### src/rtl/pretrig_test_sequencer.sv
// Test-pulse scheduler for the pre-trigger front end.
// Issues single or paired test pulses, periodic or armed single-shot, and holds off while the datapath is busy.
module pretrig_test_sequencer #(
    parameter int unsigned SIZE_DELAY  = 8,
    parameter int unsigned SIZE_PERIOD = 16,
    parameter int unsigned PULSE_WIDTH = 4,
    parameter int unsigned SIZE_CNT    = 16
) (
    input  logic                   clk_i,
    input  logic                   reset_i,
    input  logic                   enable_i,
    input  logic                   test_rate_i,
    input  logic                   test_overlay_i,
    input  logic [SIZE_DELAY-1:0]  test_delay_i,
    input  logic [SIZE_PERIOD-1:0] period_i,
    input  logic                   arm_i,
    input  logic                   trig_busy_i,
    output logic                   test_pulse_o,
    output logic                   test_active_o,
    output logic                   seq_done_o,
    output logic [SIZE_CNT-1:0]    pulse_cnt_o
);

    localparam int unsigned PW_W = $clog2(PULSE_WIDTH + 1);
    localparam int unsigned PH_W = (PW_W > SIZE_DELAY) ? PW_W : SIZE_DELAY;
    localparam logic [PH_W-1:0] PW_LAST = PH_W'(PULSE_WIDTH - 1);

    typedef enum logic [2:0] {
        S_IDLE,
        S_WAIT,
        S_ARB,
        S_FIRE1,
        S_GAP,
        S_FIRE2,
        S_END
    } state_t;

    state_t                   state_q;
    logic [SIZE_PERIOD-1:0]   wait_cnt_q;
    logic [PH_W-1:0]          ph_cnt_q;
    logic                     ovl_q;
    logic [SIZE_DELAY-1:0]    dly_q;
    logic                     arm_prev_q;
    logic                     test_pulse_q;
    logic                     test_active_q;
    logic                     seq_done_q;
    logic [SIZE_CNT-1:0]      pulse_cnt_q;

    logic                     arm_rise;
    logic [SIZE_PERIOD-1:0]   period_last;
    logic [PH_W-1:0]          gap_last;

    // A period of zero behaves as a one-cycle wait.
    assign arm_rise    = arm_i & ~arm_prev_q;
    assign period_last = (period_i == '0) ? '0 : period_i - SIZE_PERIOD'(1);
    assign gap_last    = PH_W'(dly_q) - PH_W'(1);

    always_ff @(posedge clk_i) begin
        if (!reset_i) begin
            state_q       <= S_IDLE;
            wait_cnt_q    <= '0;
            ph_cnt_q      <= '0;
            ovl_q         <= 1'b0;
            dly_q         <= '0;
            arm_prev_q    <= 1'b0;
            test_pulse_q  <= 1'b0;
            test_active_q <= 1'b0;
            seq_done_q    <= 1'b0;
            pulse_cnt_q   <= '0;
        end else begin
            arm_prev_q <= arm_i;
            seq_done_q <= 1'b0;
            case (state_q)
                S_IDLE: begin
                    if (enable_i && test_rate_i) begin
                        state_q       <= S_WAIT;
                        wait_cnt_q    <= '0;
                        test_active_q <= 1'b1;
                    end else if (enable_i && arm_rise) begin
                        state_q       <= S_ARB;
                        test_active_q <= 1'b1;
                    end
                end
                S_WAIT: begin
                    if (!enable_i) begin
                        state_q       <= S_IDLE;
                        test_active_q <= 1'b0;
                    end else if (wait_cnt_q == period_last) begin
                        state_q <= S_ARB;
                    end else begin
                        wait_cnt_q <= wait_cnt_q + SIZE_PERIOD'(1);
                    end
                end
                S_ARB: begin
                    if (!enable_i) begin
                        state_q       <= S_IDLE;
                        test_active_q <= 1'b0;
                    end else if (!trig_busy_i) begin
                        state_q      <= S_FIRE1;
                        ovl_q        <= test_overlay_i;
                        dly_q        <= test_delay_i;
                        ph_cnt_q     <= '0;
                        test_pulse_q <= 1'b1;
                        pulse_cnt_q  <= pulse_cnt_q + SIZE_CNT'(1);
                    end
                end
                // Zero gap chains straight into FIRE2 for one merged high interval.
                S_FIRE1: begin
                    if (ph_cnt_q == PW_LAST) begin
                        ph_cnt_q <= '0;
                        if (!ovl_q) begin
                            state_q      <= S_END;
                            test_pulse_q <= 1'b0;
                            seq_done_q   <= 1'b1;
                        end else if (dly_q == '0) begin
                            state_q     <= S_FIRE2;
                            pulse_cnt_q <= pulse_cnt_q + SIZE_CNT'(1);
                        end else begin
                            state_q      <= S_GAP;
                            test_pulse_q <= 1'b0;
                        end
                    end else begin
                        ph_cnt_q <= ph_cnt_q + PH_W'(1);
                    end
                end
                S_GAP: begin
                    if (ph_cnt_q == gap_last) begin
                        state_q      <= S_FIRE2;
                        ph_cnt_q     <= '0;
                        test_pulse_q <= 1'b1;
                        pulse_cnt_q  <= pulse_cnt_q + SIZE_CNT'(1);
                    end else begin
                        ph_cnt_q <= ph_cnt_q + PH_W'(1);
                    end
                end
                S_FIRE2: begin
                    if (ph_cnt_q == PW_LAST) begin
                        state_q      <= S_END;
                        ph_cnt_q     <= '0;
                        test_pulse_q <= 1'b0;
                        seq_done_q   <= 1'b1;
                    end else begin
                        ph_cnt_q <= ph_cnt_q + PH_W'(1);
                    end
                end
                S_END: begin
                    if (enable_i && test_rate_i) begin
                        state_q    <= S_WAIT;
                        wait_cnt_q <= '0;
                    end else begin
                        state_q       <= S_IDLE;
                        test_active_q <= 1'b0;
                    end
                end
                default: begin
                    state_q       <= S_IDLE;
                    test_pulse_q  <= 1'b0;
                    test_active_q <= 1'b0;
                end
            endcase
        end
    end

    assign test_pulse_o  = test_pulse_q;
    assign test_active_o = test_active_q;
    assign seq_done_o    = seq_done_q;
    assign pulse_cnt_o   = pulse_cnt_q;

endmodule

### config.mk
export PLATFORM = sky130hd
export DESIGN_NAME = pretrig_test_sequencer
export DESIGN_NICKNAME = d
export VERILOG_FILES = /design/src/rtl/pretrig_test_sequencer.sv
export SDC_FILE = /design/constraint.sdc
export NUM_CORES = 1
export LEC_CHECK = 0
export CORE_ASPECT_RATIO = 2
export CORE_MARGIN = 3
export CORE_UTILIZATION = 50
export DETAILED_ROUTE_END_ITERATION = 8
export PLACE_DENSITY = 0.77
export SLEW_MARGIN = 15
export SYNTH_ARGS = -nofsm -noshare
export SYNTH_HDL_FRONTEND = slang
export SYNTH_SLANG_ARGS = --single-unit
export TNS_END_PERCENT = 100
### constraint.sdc
create_clock -name clk_i -period 6.2 [get_ports clk_i]
set_input_delay 0.93 -clock clk_i [delete_from_list [all_inputs] [get_ports clk_i]]
set_output_delay 0.93 -clock clk_i [all_outputs]
set_load 0.005 [all_outputs]
* Word-level counts from Yosys, hierarchy flattened *
Index checks and enable logic that the tools add are counted.

storage, ports and cells
  output and inout port bits = 19
  word-level logic and storage cells = 112
  input port bits = 31
  register bits after elaboration = 56

operators by class
  bitwise logic cells = 5
  eq/ne operators = 25
  add/sub/neg operators = 5
  mux-type cells = 47
  reduce and logical (&&, ||, !) cells = 20

operators with widths
  kind                   number
  $mux 16                10
  $pmux 16 s3            1
  $add 16x1->16 const B  2
  $mux 8                 4
  $pmux 16 s2            1
  $mux 3                 9
  $pmux 8 s3             1
  $ne 2x2->1 const B     11
  $pmux 3 s7             1
  $eq 16x16->1           1
  $logic_not 16->1       1
  $mux 1                 16
  $sub 16x1->16 const B  1
  $reduce_and 7->1       2
  $ne 3x3->1 const B     4
  $eq 3x3->1 const B     3
  $add 8x1->8 const B    1
  $eq 8x2->1 const B     1
  $eq 8x8->1             1
  $logic_not 8->1        1
  $reduce_and 4->1       2
  $sub 8x1->8 const B    1
  $eq 3x2->1 const B     2
  $reduce_and 3->1       2
  15 further kinds       23

* Depth between registers and ports, before layout *
  depth in word-level cells = 6
  depth in mapped cells = 13

* Worst setup path before layout *
Ideal clock, no wire load.

  kind = input port to flip-flop
  start point = input period_i[7]
  end point = register wait_cnt_q[0]
  path slack = 2749 ps
  stages on the path = 10
  path buffers = 1
  arrival = 3379 ps
  path through = buf_6 or4_4 or4_4 nor4_1 nor3b_1 or3_1 a211oi_2 nand2_2 a21oi_2 mux2i_1

between the ends
  word-level cells in the longest chain between the ends = 5
  elaborated cells on any way between the ends = 6

ends and longest elaborated chain
  what                                                      RTL line  text
  from (decl)                                               15        input logic [SIZE_PERIOD-1:0] period_i,
  $sub 16x1->16 / $logic_not 16->1 (equally long branches)  55        assign period_last = (period_i == '0) ? '0 : period_i - SIZE_PERIOD'(1);
  $mux 16 (*)                                               55
  $eq 16x16->1 (*)                                          88        end else if (wait_cnt_q == period_last) begin
  $ne 2x2->1 (no line) (*)                                  -
  $reduce_and 4->1 (no line) (*)                            -
  to (signal assigned)                                      91        wait_cnt_q <= wait_cnt_q + SIZE_PERIOD'(1);
  to (decl)                                                 39        logic [SIZE_PERIOD-1:0] wait_cnt_q;

Every way passes the cells marked *; elsewhere a longest branch is shown, timed or not.
A chain may end at the register's enable or synchronous reset.

* Worst setup path in the final report *
  start point = input period_i[10]
  end point = register wait_cnt_q[1]

The elaborated chain is that of the path after synthesis.

==> flow_summary.json <==
{
  "finalWirelength_mm": 10.67,
  "hold_depth": 2,
  "rows": 45,
  "slowest_stage": "nor4_2",
  "fill_cells": 696,
  "grt_pass1_wl_mm": 17.54,
  "finalSetupViolations": 0,
  "critPathMaxStageDelay_ns": 0.65,
  "hold_class": "flip-flop to flip-flop",
  "stdcell_count": 621,
  "clk_latency_ns": 0.30,
  "critical-path-top-delay-family": "simple AND/OR/NAND/NOR gates",
  "cp-end-kind": "flip-flop",
  "switching_power_mw": 0.2973,
  "crit_top_cell": "nor4_2",
  "antenna_cells": 0,
  "netlist_area_mm2": 0.003958,
  "clk_pin_slew_ns": 0.07,
  "die-area_mm2": 0.009084,
  "p_seq_share_pct": 43.4,
  "ys_types": 65,
  "area_growth_pct": 17.39,
  "cts_sinks": 56,
  "totalNegativeSetupSlack_ns": 0,
  "skew_ns": 0.007665,
  "route.detailed.drc": 0,
  "drt-initial-drc-count": 180,
  "p_sw_share_pct": 30.61,
  "die_w_um": 68.91,
  "cts_tree": "built",
  "cts_buffers": 5,
  "ys_seq_area_share_pct": 28.33,
  "p_comb_share_pct": 24.2,
  "maxCapViolCount": 0,
  "yosys-mux-area-fraction_pct": 5.438,
  "async_flop_share_pct": 0,
  "synthFlopType": "dfxtp_1",
  "synth_edf_count": 0,
  "synth.avg_cell_area_um2": 8.077,
  "critPathBufInv": 1,
  "post_drt_wl_per_cell_um": 17.19,
  "drv_slew": 0,
  "synth_xor_xnor_area_share_pct": 9.864,
  "critPathKind": "input pin to flip-flop",
  "firstDrtPassIters": 4,
  "synth_top_family_by_area": "simple AND/OR/NAND/NOR gates",
  "antenna_found_initial": 0,
  "cts_resized": 0,
  "relSlewSlack_pct": 44.50,
  "num_io_pins": 50,
  "period_share_pct": 66.17,
  "cp.required_ns": 6.43,
  "start_kind": "input pin",
  "hold_viol": 0,
  "leakagePower_nw": 1.602,
  "worstPathMaxFanout": 8,
  "fin_ws_ns": 2.097,
  "cts-root-buf": "clkbuf_16",
  "arrival_ns": 4.33,
  "worstPathCellList": "clkdlybuf4s50_1 -> nor4_2 -> nand4_1 -> xor2_1 -> mux2_4 -> o32a_1 -> nor4_2 -> nand2_2 -> a21oi_2 -> mux2i_1",
  "overflow": 0,
  "clock_path_buffers": 2,
  "peakVddDrop_v": 0.0002201,
  "die_h_um": 131.8,
  "grt_pass1_vias": 3853,
  "synthSimpleGateAreaFrac_pct": 35.16,
  "synthAdderAreaFrac_pct": 1.581,
  "grt_max_degree": 29,
  "yosys_warnings": 0,
  "numPortBuffers": 49,
  "final_nets": 562,
  "core_area_mm2": 0.007657,
  "pre_cts_ws_ns": 1.841,
  "post-cts-setup-buffers": 0,
  "p_total_mw": 0.9713,
  "max_freq_mhz": 243.7,
  "period_needed_ns": 4.103,
  "num_vias": 3820,
  "hold_buffers": 0,
  "globalplace.congestion": 0.9155,
  "path_depth": 10,
  "place_inst": 613,
  "worst_pin_slew_ns": 0.8299,
  "synth_seq_cells": 56,
  "syn_inst": 490,
  "drive_gt1_share_pct": 5.503,
  "power_density_mw_per_mm2": 209.1,
  "internal-power_mw": 0.6740,
  "start_util_pct": 51.68,
  "layout_commonest_cell": "dfxtp_1",
  "post-dp-hpwl_mm": 8.255,
  "outcome": "completed",
  "syn_nets": 526,
  "r2r_cells": 11,
  "avgViaCountPerCell": 6.151,
  "htreeDepth": 2,
  "ant_nets": 0,
  "whs_ns": 0.4654,
  "synth-compound-area-share_pct": 16.00,
  "layout_common_cells": "dfxtp_1, clkdlybuf4s50_1, nand2_1",
  "rsz0062_at_grt": "no",
  "clkPwrFrac_pct": 32.4,
  "grt_use_total_pct": 24.90
}
## layout make-up
cell class	instances	area (um^2)	share of cell area (%)
clock inverter	2	35.03	0.7541
timing repair buffer	51	505.5	10.88
tap	94	117.6	2.532
multi-input combinational	400	2693	57.96
inverter	12	45.04	0.9696
clock buffer	6	128.9	2.774
sequential	56	1121	24.13
## registers in the layout, indices dropped and copies added (netlist names)
register,flops
arm_prev_q,1
dly_q,8
ovl_q,1
ph_cnt_q,8
pulse_cnt_o,16
seq_done_o,1
state_q,3
test_active_o,1
test_pulse_o,1
wait_cnt_q,16
## metal layers
| metal | share of wire, % | vias up | track usage (%) |
|---|---|---|---|
| met1 | 35 | 1796 | 23.55 |
| met4 | 6.0 | 0 | 17.48 |
| li1 | - | 1866 | - |
| met5 | 0 | - | 0 |
| met3 | 3.2 | 46 | 4.352 |
| met2 | 56 | 112 | 44.79 |
## Yosys cell counts, types with 6 or more instances
| cell | instances | area share (%) |
|---|---|---|
| or3_1 | 10 | 1.6 |
| nor3b_1 | 7 | 1.3 |
| nand4_1 | 14 | 2.2 |
| and2_1 | 24 | 3.8 |
| mux2i_1 | 20 | 5.1 |
| inv_1 | 12 | 1.1 |
| o21ai_0 | 15 | 1.9 |
| xor2_1 | 11 | 2.4 |
| nor2_1 | 24 | 2.3 |
| nand3_1 | 20 | 2.5 |
| nor2b_1 | 16 | 2.5 |
| dfxtp_1 | 56 | 28 |
| and3_1 | 11 | 1.7 |
| nand2_1 | 44 | 4.2 |
| a21oi_1 | 26 | 3.3 |
| nand2b_1 | 12 | 1.9 |
| clkbuf_1 | 16 | 1.5 |
| xnor2_1 | 31 | 6.9 |
| o22ai_1 | 6 | 0.95 |
| nand4b_1 | 10 | 2.2 |
| nor3_1 | 9 | 1.1 |
| nor4_1 | 7 | 1.1 |
## power groups by stage
stage	Sequential, mW	Combinational [mW]	Clock, mW
after floorplan	0.397	0.192	0
after global placement	0.426	0.226	0
after detailed placement	0.428	0.233	0
after CTS	0.420	0.234	0.326
after global routing	0.426	0.264	0.336
final	0.422	0.235	0.315
## path summary, 6_finish.rpt
kind / from / end / slack (ns)
worst min register to register: test_pulse_o$_SDFFE_PN0P_ / test_pulse_o$_SDFFE_PN0P_ / 0.47
worst min-delay path: test_pulse_o$_SDFFE_PN0P_ / test_pulse_o$_SDFFE_PN0P_ / 0.47
worst max register to register: dly_q[0]$_SDFFE_PN0P_ / pulse_cnt_o[14]$_SDFFE_PN0P_ / 3.00
worst max-delay path: period_i[10] / wait_cnt_q[1]$_SDFFE_PN0P_ / 2.10
## per-stage QoR
| stage | util (%) | cell area, um^2 |
|---|---|---|
| 2_1_floorplan | - | 3958 |
| 3_3_place_gp | 58.53 | 4482 |
| 3_5_place_dp | 58.53 | 4482 |
| 4_1_cts | 60.67 | 4646 |
| 5_1_grt | 60.67 | 4646 |
| 6_report | 60.67 | 4646 |
## worst min-delay path, cell delays in order, from the launching register on
cell     delay (ns)
dfxtp_1        0.31
nand2_1        0.05
mux2i_1        0.06
## kinds of logic (layout without fill, tap and decap cells)
logic type / Yosys count / in the layout
AOI/OAI and AO/OA: 96 / 96
xor gates and xnor gates: 43 / 43
DFF: 56 / 56
muxes: 21 / 21
and+or+nand+nor: 235 / 235
buffers and inverters: 34 / 71
adders and majority gates: 5 / 5
(Power assumes the default switching activity.)
